[config.mk]
export PLATFORM = sky130hd
export DESIGN_NAME = drv_spi_master
export DESIGN_NICKNAME = d
export VERILOG_FILES = /design/src/rtl/drv_spi_master_pkg.sv /design/src/rtl/drv_spi_master_sck_gen.sv /design/src/rtl/drv_spi_master.sv
export SDC_FILE = /design/constraint.sdc
export NUM_CORES = 1
export LEC_CHECK = 0
export CAP_MARGIN = 10
export CORE_MARGIN = 8
export CORE_UTILIZATION = 49
export CTS_BUF_LIST = sky130_fd_sc_hd__clkbuf_4 sky130_fd_sc_hd__clkbuf_8
export DETAILED_ROUTE_END_ITERATION = 6
export PLACE_DENSITY_LB_ADDON = 0.25
export SLEW_MARGIN = 10
export SYNTH_ARGS = -nofsm -noshare
export SYNTH_HDL_FRONTEND = slang
export SYNTH_SLANG_ARGS = --single-unit
[constraint.sdc]
create_clock -name sysclk -period 4.1 [get_ports sysclk]
set_clock_uncertainty 0.15 [all_clocks]
set_input_delay 0.615 -clock sysclk [delete_from_list [all_inputs] [get_ports sysclk]]
set_output_delay 0.615 -clock sysclk [all_outputs]
set_load 0.01 [all_outputs]
[src/rtl/drv_spi_master_pkg.sv]
// Shared definitions for the motor-board SPI master: FSM state encodings,
// chip-select indices and internal counter sizing.
package drv_spi_master_pkg;

    localparam logic [2:0] ST_IDLE   = 3'd0;
    localparam logic [2:0] ST_SETUP  = 3'd1;
    localparam logic [2:0] ST_SCK_HI = 3'd2;
    localparam logic [2:0] ST_SCK_LO = 3'd3;
    localparam logic [2:0] ST_HOLD   = 3'd4;
    localparam logic [2:0] ST_GAP    = 3'd5;

    localparam int unsigned DRV0 = 0;
    localparam int unsigned DRV1 = 1;
    localparam int unsigned DRV2 = 2;
    localparam int unsigned DRV3 = 3;
    localparam int unsigned DRV4 = 4;
    localparam int unsigned ADC0 = 5;
    localparam int unsigned ADC1 = 6;

    // Width of the SETUP/HOLD/GAP dwell counter.
    localparam int unsigned WAIT_W = 8;

    function automatic logic [6:0] cs_onehot_n(input logic [2:0] idx);
        cs_onehot_n = ~(7'd1 << idx);
    endfunction

endpackage

[src/rtl/drv_spi_master_sck_gen.sv]
// SCK half-period timer: counts DIV sysclk cycles while run is high and
// strobes phase_end in the last cycle of each half-period.
module spi_sck_gen
    import drv_spi_master_pkg::*;
#(
    parameter int unsigned DIV = 4
) (
    input  logic sysclk,
    input  logic rst,
    input  logic run,
    output logic phase_end
);

    localparam int unsigned CW = (DIV > 1) ? $clog2(DIV) : 1;

    logic [CW-1:0] cnt;
    logic          at_term;

    assign at_term   = (cnt == CW'(DIV - 1));
    assign phase_end = run && at_term;

    always_ff @(posedge sysclk) begin
        if (rst || !run) begin
            cnt <= '0;
        end else if (at_term) begin
            cnt <= '0;
        end else begin
            cnt <= cnt + 1'b1;
        end
    end

endmodule

[src/rtl/drv_spi_master.sv]
// SPI mode-0 master (CPOL=0, CPHA=0, MSB first) driving the motor-board
// phase-driver chips and ADCs, one word per start strobe.
module drv_spi_master
    import drv_spi_master_pkg::*;
#(
    parameter int unsigned DATA_WIDTH = 16,
    parameter int unsigned NUM_CS     = 7,
    parameter int unsigned CLK_DIV    = 4,
    parameter int unsigned CS_SETUP   = 2,
    parameter int unsigned CS_HOLD    = 2,
    parameter int unsigned CS_GAP     = 4
) (
    input  logic                  sysclk,
    input  logic                  rst,
    input  logic                  start,
    input  logic [2:0]            cs_sel,
    input  logic [DATA_WIDTH-1:0] tx_data,
    output logic                  ready,
    output logic                  done,
    output logic [DATA_WIDTH-1:0] rx_data,
    output logic                  spi_sck,
    output logic                  spi_mosi,
    input  logic                  spi_miso,
    output logic [NUM_CS-1:0]     spi_ncs
);

    localparam int unsigned BIT_W = $clog2(DATA_WIDTH);

    logic [2:0]            state;
    logic [WAIT_W-1:0]     wait_cnt;
    logic                  wait_active;
    logic                  wait_end;
    logic [BIT_W-1:0]      bit_cnt;
    logic [DATA_WIDTH-1:0] tx_sh;
    logic [DATA_WIDTH-1:0] rx_sh;
    logic                  miso_s1;
    logic                  miso_s2;
    logic                  sck_run;
    logic                  phase_end;
    logic                  cs_valid;

    assign sck_run  = (state == ST_SCK_HI) || (state == ST_SCK_LO);
    assign cs_valid = (32'(cs_sel) < NUM_CS);

    spi_sck_gen #(
        .DIV (CLK_DIV)
    ) u_sck_gen (
        .sysclk    (sysclk),
        .rst       (rst),
        .run       (sck_run),
        .phase_end (phase_end)
    );

    always_ff @(posedge sysclk) begin
        if (rst) begin
            miso_s1 <= 1'b0;
            miso_s2 <= 1'b0;
        end else begin
            miso_s1 <= spi_miso;
            miso_s2 <= miso_s1;
        end
    end

    always_comb begin
        wait_active = 1'b0;
        wait_end    = 1'b0;
        case (state)
            ST_SETUP: begin
                wait_active = 1'b1;
                wait_end    = (wait_cnt == WAIT_W'(CS_SETUP - 1));
            end
            ST_HOLD: begin
                wait_active = 1'b1;
                wait_end    = (wait_cnt == WAIT_W'(CS_HOLD - 1));
            end
            ST_GAP: begin
                wait_active = 1'b1;
                wait_end    = (wait_cnt == WAIT_W'(CS_GAP - 1));
            end
            default: begin
                wait_active = 1'b0;
                wait_end    = 1'b0;
            end
        endcase
    end

    always_ff @(posedge sysclk) begin
        if (rst || !wait_active || wait_end) begin
            wait_cnt <= '0;
        end else if (wait_cnt != '1) begin
            wait_cnt <= wait_cnt + 1'b1;
        end
    end

    always_ff @(posedge sysclk) begin
        if (rst) begin
            state    <= ST_IDLE;
            ready    <= 1'b1;
            done     <= 1'b0;
            rx_data  <= '0;
            spi_sck  <= 1'b0;
            spi_mosi <= 1'b0;
            spi_ncs  <= '1;
            tx_sh    <= '0;
            rx_sh    <= '0;
            bit_cnt  <= '0;
        end else begin
            done <= 1'b0;
            case (state)
                ST_IDLE: begin
                    if (start && cs_valid) begin
                        // tx_sh holds only the bits still to be sent after the MSB.
                        tx_sh    <= tx_data << 1;
                        spi_mosi <= tx_data[DATA_WIDTH-1];
                        spi_ncs  <= ~(NUM_CS'(1) << cs_sel);
                        ready    <= 1'b0;
                        bit_cnt  <= '0;
                        state    <= ST_SETUP;
                    end
                end
                ST_SETUP: begin
                    if (wait_end) begin
                        spi_sck <= 1'b1;
                        state   <= ST_SCK_HI;
                    end
                end
                ST_SCK_HI: begin
                    if (phase_end) begin
                        // Sampling at the end of the high phase absorbs the 2-FF sync delay.
                        rx_sh   <= {rx_sh[DATA_WIDTH-2:0], miso_s2};
                        spi_sck <= 1'b0;
                        if (bit_cnt < BIT_W'(DATA_WIDTH - 1)) begin
                            spi_mosi <= tx_sh[DATA_WIDTH-1];
                            tx_sh    <= tx_sh << 1;
                            state    <= ST_SCK_LO;
                        end else begin
                            state <= ST_HOLD;
                        end
                    end
                end
                ST_SCK_LO: begin
                    if (phase_end) begin
                        spi_sck <= 1'b1;
                        if (bit_cnt < BIT_W'(DATA_WIDTH - 1)) begin
                            bit_cnt <= bit_cnt + 1'b1;
                        end
                        state <= ST_SCK_HI;
                    end
                end
                ST_HOLD: begin
                    if (wait_end) begin
                        spi_ncs  <= '1;
                        spi_mosi <= 1'b0;
                        done     <= 1'b1;
                        rx_data  <= rx_sh;
                        state    <= ST_GAP;
                    end
                end
                ST_GAP: begin
                    if (wait_end) begin
                        ready <= 1'b1;
                        state <= ST_IDLE;
                    end
                end
                default: begin
                    state <= ST_IDLE;
                end
            endcase
        end
    end

endmodule

# Word-level counts from Yosys, hierarchy flattened
# Index checks and enable logic that the tools add are counted.
op_classes:
  addsub: 3
  order_cmp: 2
  n_eq_ne: 17
  shifts: 1
  n_mux: 33
  bitwise_logic: 2
  n_reduce_logical: 28
ops:
  columns: ["operator", "count"]
  rows:
  - ["$mux W16", 3]
  - ["$pmux W16 S2", 1]
  - ["$mux W3", 7]
  - ["$pmux W3 S6", 1]
  - ["$mux W7", 2]
  - ["$pmux W7 S2", 1]
  - ["$mux W4", 3]
  - ["$ne A2 B2 Y1 const B", 6]
  - ["$reduce_and A4 Y1", 3]
  - ["$mux W1", 10]
  - ["$add A8 B1 Y8 const B", 1]
  - ["$eq A8 B1 Y1 const B", 1]
  - ["$eq A8 B2 Y1 const B", 1]
  - ["$ne A8 B8 Y1 const B", 1]
  - ["$pmux W4 S2", 1]
  - ["$reduce_bool A2 Y1", 4]
  - ["$not A7 Y7", 1]
  - ["$shl A1 B3 Y7 const A", 1]
  - ["$eq A3 B2 Y1 const B", 2]
  - ["$eq A3 B3 Y1 const B", 2]
  - ["$pmux W1 S3", 2]
  - ["$reduce_and A3 Y1", 2]
  - ["$reduce_and A6 Y1", 1]
  - ["$reduce_bool A3 Y1", 2]
  - ["17 further kinds", 27]
totals:
  register_bits: 78
  out_inout_bits: 27

# Logic depth before layout (Yosys ltp)
depth:
  depth_word: 6
  ltp_mapped: 8
  depth_no_buf: 5

# Hierarchy
# From an unflattened synthesis, not the netlist that was laid out.
unflattened:
  cells_unflattened: 369
  area_unflattened_um2: 3296.9
modules_own_cells:
  columns: ["mod", "instances", "cells_each", "area_per_inst_um2", "seq_area_each_um2"]
  rows:
  - ["drv_spi_master", 1, 363, 3210.6, 1501.4]
  - ["spi_sck_gen", 1, 6, 86.3, 40.0]

# Worst setup path after synthesis
# No wires, ideal clock.
synth_timing:
  kind: "register to register"
  startpoint: "reg wait_cnt[2]"
  endpoint: "reg spi_ncs[6]"
  arrival_ns: 2.186
  slack_ns: 1.635
  path_stages_with_launch: 8
  path_buffers: 3
  cell_sequence: "dfxtp_1 or4_1 buf_2 or4_4 buf_6 buf_6 a2111oi_1 o21ai_1"
synth_via:
  elab_chain_len: 4
  elab_cells_between_ends: 5
  cone_classes: "eq/ne (3); mux (1); reduce/logical (1)"
synth_lines:
  columns: ["item", "line_no", "rtl"]
  rows:
  - ["start, declared", "drv_spi_master.sv:30", "logic [WAIT_W-1:0] wait_cnt;"]
  - ["start signal, assigned", "drv_spi_master.sv:91", "wait_cnt <= wait_cnt + 1'b1;"]
  - ["$eq A8 B2 Y1 or $eq A8 B1 Y1 (tied branches)", "drv_spi_master.sv:78, drv_spi_master.sv:70, drv_spi_master.sv:74", null]
  - ["$pmux W1 S2 (*)", "drv_spi_master.sv:67", "case (state)"]
  - ["$ne A2 B2 Y1 (no source line) (*)", null, null]
  - ["$reduce_and A3 Y1 (no source line) (*)", null, null]
  - ["end signal, assigned", "drv_spi_master.sv:115", "spi_ncs <= ~(NUM_CS'(1) << cs_sel);"]
  - ["end, declared", "drv_spi_master.sv:24", "output logic [NUM_CS-1:0] spi_ncs"]
# Mark *: on every way between the ends. The rest lies on a longest branch, timed or not.
# A chain may end at the register's enable or synchronous reset.

# Final worst setup path
layout_timing:
  startpoint: "reg state[1]"
  endpoint: "reg tx_sh[5]"
layout_via:
  elab_chain_len: 5
  elab_cells_between_ends: 11
  cone_classes: "eq/ne (5); mux (1); reduce/logical (5)"
layout_lines:
  columns: ["item", "line_no", "rtl"]
  rows:
  - ["start, declared", "drv_spi_master.sv:29", "logic [2:0] state;"]
  - ["start signal, assigned", "drv_spi_master.sv:97", "state <= ST_IDLE;"]
  - ["start signal, assigned", "drv_spi_master.sv:118", "state <= ST_SETUP;"]
  - ["start signal, assigned", "drv_spi_master.sv:124", "state <= ST_SCK_HI;"]
  - ["$eq A3 B2 Y1 (on tied branches)", "drv_spi_master.sv:42, drv_spi_master.sv:109", null]
  - ["$logic_or A1 B1 Y1", "drv_spi_master.sv:42", "assign sck_run = (state == ST_SCK_HI) || (state == ST_SCK_LO);"]
  - ["$logic_and A1 B1 Y1", "drv_spi_master_sck_gen.sv:20", "assign phase_end = run && at_term;"]
  - ["$ne A2 B2 Y1 (no source line)", null, null]
  - ["$reduce_and A4 Y1 (no source line)", null, null]
  - ["end signal, assigned", "drv_spi_master.sv:113", "tx_sh <= tx_data << 1;"]
  - ["end signal, assigned", "drv_spi_master.sv:134", "tx_sh <= tx_sh << 1;"]
  - ["end, declared", "drv_spi_master.sv:34", "logic [DATA_WIDTH-1:0] tx_sh;"]
# Parallel ways exist; a longest one is shown, timed or not.

==> metrics.txt <==
CTS tree=done; outcome=complete, no violations; CP Max Fanout=17; CP arrival=2.97 ns; Setup TNS=0 ns; Final Cycle Share=70.0%; initial antenna violation count=0; RSZ-0062 raised after global routing=no; CTS Root Cell=clkbuf_8; Crit. End Element=register; Net Count, Synth=436; worst slack, placed=1.22 ns; vias=3016; cts bufs inserted=9; Crit Path Class=register to register; Routed Antenna Nets=0; Worst-Skew Late Latency=0.35 ns; Final Hold Vio Count=0; global route overflow=0; die area=0.00961 mm²; DP HPWL=4940 µm; number of max-cap violations=0; 1st-iter DRT viols=221; RD Place Congestion=0.817; gr usage total=15.5%; WHS=0.284 ns; Synth Area in Adders=1.14%; Post-Syn Area=0.00330 mm²; H-tree depth=3; measured slew at the worst slew-check pin=0.942 ns; Site Rows=30; drt total wl=7440 µm; CP Launch Type=register; Synth Area in Compound Gates=21.0%; routed vias/inst=5.76; simple-gate share of the synthesized area=25.5%; Avg Inst Size Synth=8.04 µm²; synth warn=0; clk slew on worst S/H paths=0.08 ns; prevailing post-synth register cell=dfxtp_1; first-pass GRT wire length=12500 µm; Inserted Diodes=0; PostCTS Resize Cnt=0; top cell type by total area after synthesis=dfxtp_1; CTS max path bufs=2; HP Class=register to register; Max Slew Vio Count=0; sequential cell area fraction in the yosys report=46.7%; Layout Area Growth over Synthesis=20.6%; top cells by area, synth=dfxtp_1 (47%), nand2_1 (10%), a21oi_1 (6.4%); top-area cell type share of the netlist area=46.7%; min cycle time layout=2.87 ns; vias in the first global route=2811; DRT Pass-1 Iters=4; largest net degree at the start of global routing=62; Chip Height=98.0 µm; chip width=98.0 µm; drt wl/cell=14.2 µm; share of layout cells above drive strength 1=6.53%; Lkg Pwr=1.31 nW; Required @ worst endpoint=4.20 ns; fmax=0.348 GHz; initial core utilization=49.6%; Post-synth EDFFs=0; IO buf count=49; core footprint=0.00664 mm²; Hold Buf Count CTS=0; Synth cell types=50; Slew HR=37.0%; cell area power density=491 mW/mm²; Nets=466; DR DRC count=0; Mapped Cells=410; Worst Slack Setup Final=1.23 ns; worst vdd ir=0.310 mV; CTS Sinks=77; post-synthesis mux area share=0.303%; Final Power=0.00195 W; IO Pins=50; asr flop ratio synth=0%; post-CTS setup buffer count=0; synthesis-stage register bit count=77; Final Setup Violations=0; Synth Area in XOR/XNOR=0.266%; main combinational cell family by area after synthesis=simple AND/OR/NAND/NOR gates
metrics by stage:
| step | cells | area (µm²) | util, % |
|---|---|---|---|
| after floorplan | 410 | 3300 | - |
| after global placement | 509 | 3780 | 56.9 |
| after detailed placement | 509 | 3780 | 56.9 |
| after CTS | 524 | 3980 | 59.9 |
| after global routing | 524 | 3980 | 59.9 |
| final | 524 | 3980 | 59.9 |
synth_stat cells (all sizes together), types with 2 or more instances:
cell / instances
o41ai: 2
o311ai: 2
nand2: 91
clkbuf: 27
a311oi: 16
a211oi: 3
or4: 2
a2111oi: 7
nor3: 30
dfxtp: 77
nand2b: 6
or3: 3
and3: 5
ha: 3
nand3: 12
a31o: 3
a21oi: 42
buf: 7
a31oi: 2
o21ai: 24
nor2b: 4
nor2: 13
nand3b: 2
inv: 6
per-layer routing:
| layer | vias up | GRT usage, % | part of all wire (%) | wire (µm) |
|---|---|---|---|---|
| li1 | 1522 | - | - | - |
| met1 | 1409 | 17.9 | 46 | 3420 |
| met2 | 70 | 26.1 | 47 | 3460 |
| met3 | 15 | 4.77 | 5.9 | 441 |
| met4 | 0 | 5.76 | 1.5 | 114 |
| met5 | - | 0 | 0 | 0 |
sequential cells by signal, summed over array words and instances (netlist names):
name,count
spi_sck,1
rx_sh,16
state,3
bit_cnt,4
done,1
spi_ncs,7
ready,1
miso_s2,1
rx_data,16
spi_mosi,1
miso_s1,1
u_sck_gen.cnt,2
wait_cnt,8
tx_sh,15
worst paths after layout:
check / from / end / slack, ns / cells after the start
worst min register to register: u_sck_gen.cnt[0] / u_sck_gen.cnt[0] / 0.28 / 1
worst max register to register: state[1] / tx_sh[5] / 1.23 / 4
worst max-delay path: state[1] / tx_sh[5] / 1.23 / 4
worst min-delay path: u_sck_gen.cnt[0] / u_sck_gen.cnt[0] / 0.28 / 1
area by class of cell:
| cell class | count | area [µm²] |
|---|---|---|
| Clock buffer | 10 | 138 |
| Inverter | 6 | 22.5 |
| Sequential cell | 77 | 1540 |
| Fill cell | 620 | 2670 |
| Timing Repair Buffer | 53 | 515 |
| Multi-Input combinational cell | 293 | 1600 |
| Tap cell | 80 | 100 |
| Clock inverter | 5 | 60.1 |
power breakdown:
group	internal, W	leakage (nW)	switching (W)	total, W
clock network	0.000296	0.0987	0.000275	0.000571
logic	0.000198	0.582	0.000289	0.000487
registers	0.000823	0.625	0.0000705	0.000893
total	0.00132	1.31	0.000635	0.00195
critical path: stages (launching register included):
cell	delay, ns
dfxtp_1	0.62
nand4bb_1	0.65
nor2_1	0.96
nor3_1	0.11
a311oi_1	0.29
layout by cell type (no fill, tap or decap), types with 5 or more instances in the layout:
cell type        count
o21ai_0             22
nand2_1             91
nand3_1             12
inv_1                6
a21oi_1             42
a2111oi_0            5
and3_1               5
dfxtp_1             77
nand2b_1             6
nor2_1              13
nor3_1              30
clkdlybuf4s50_1     48
a311oi_1            16
clkbuf_8            10
cells by family (layout without fill, tap and decap cells):
logic type               count (synthesis)  count (layout)
AO/OA/AOI/OAI                          109             109
XOR/XNOR                                 1               1
adder cells (fa/ha/maj)                  3               3
buffers and inverters                   40              74
flip-flops                              77              77
multiplexers                             1               1
AND/OR/NAND/NOR                        179             179
Power figures use the tool's default switching activity.
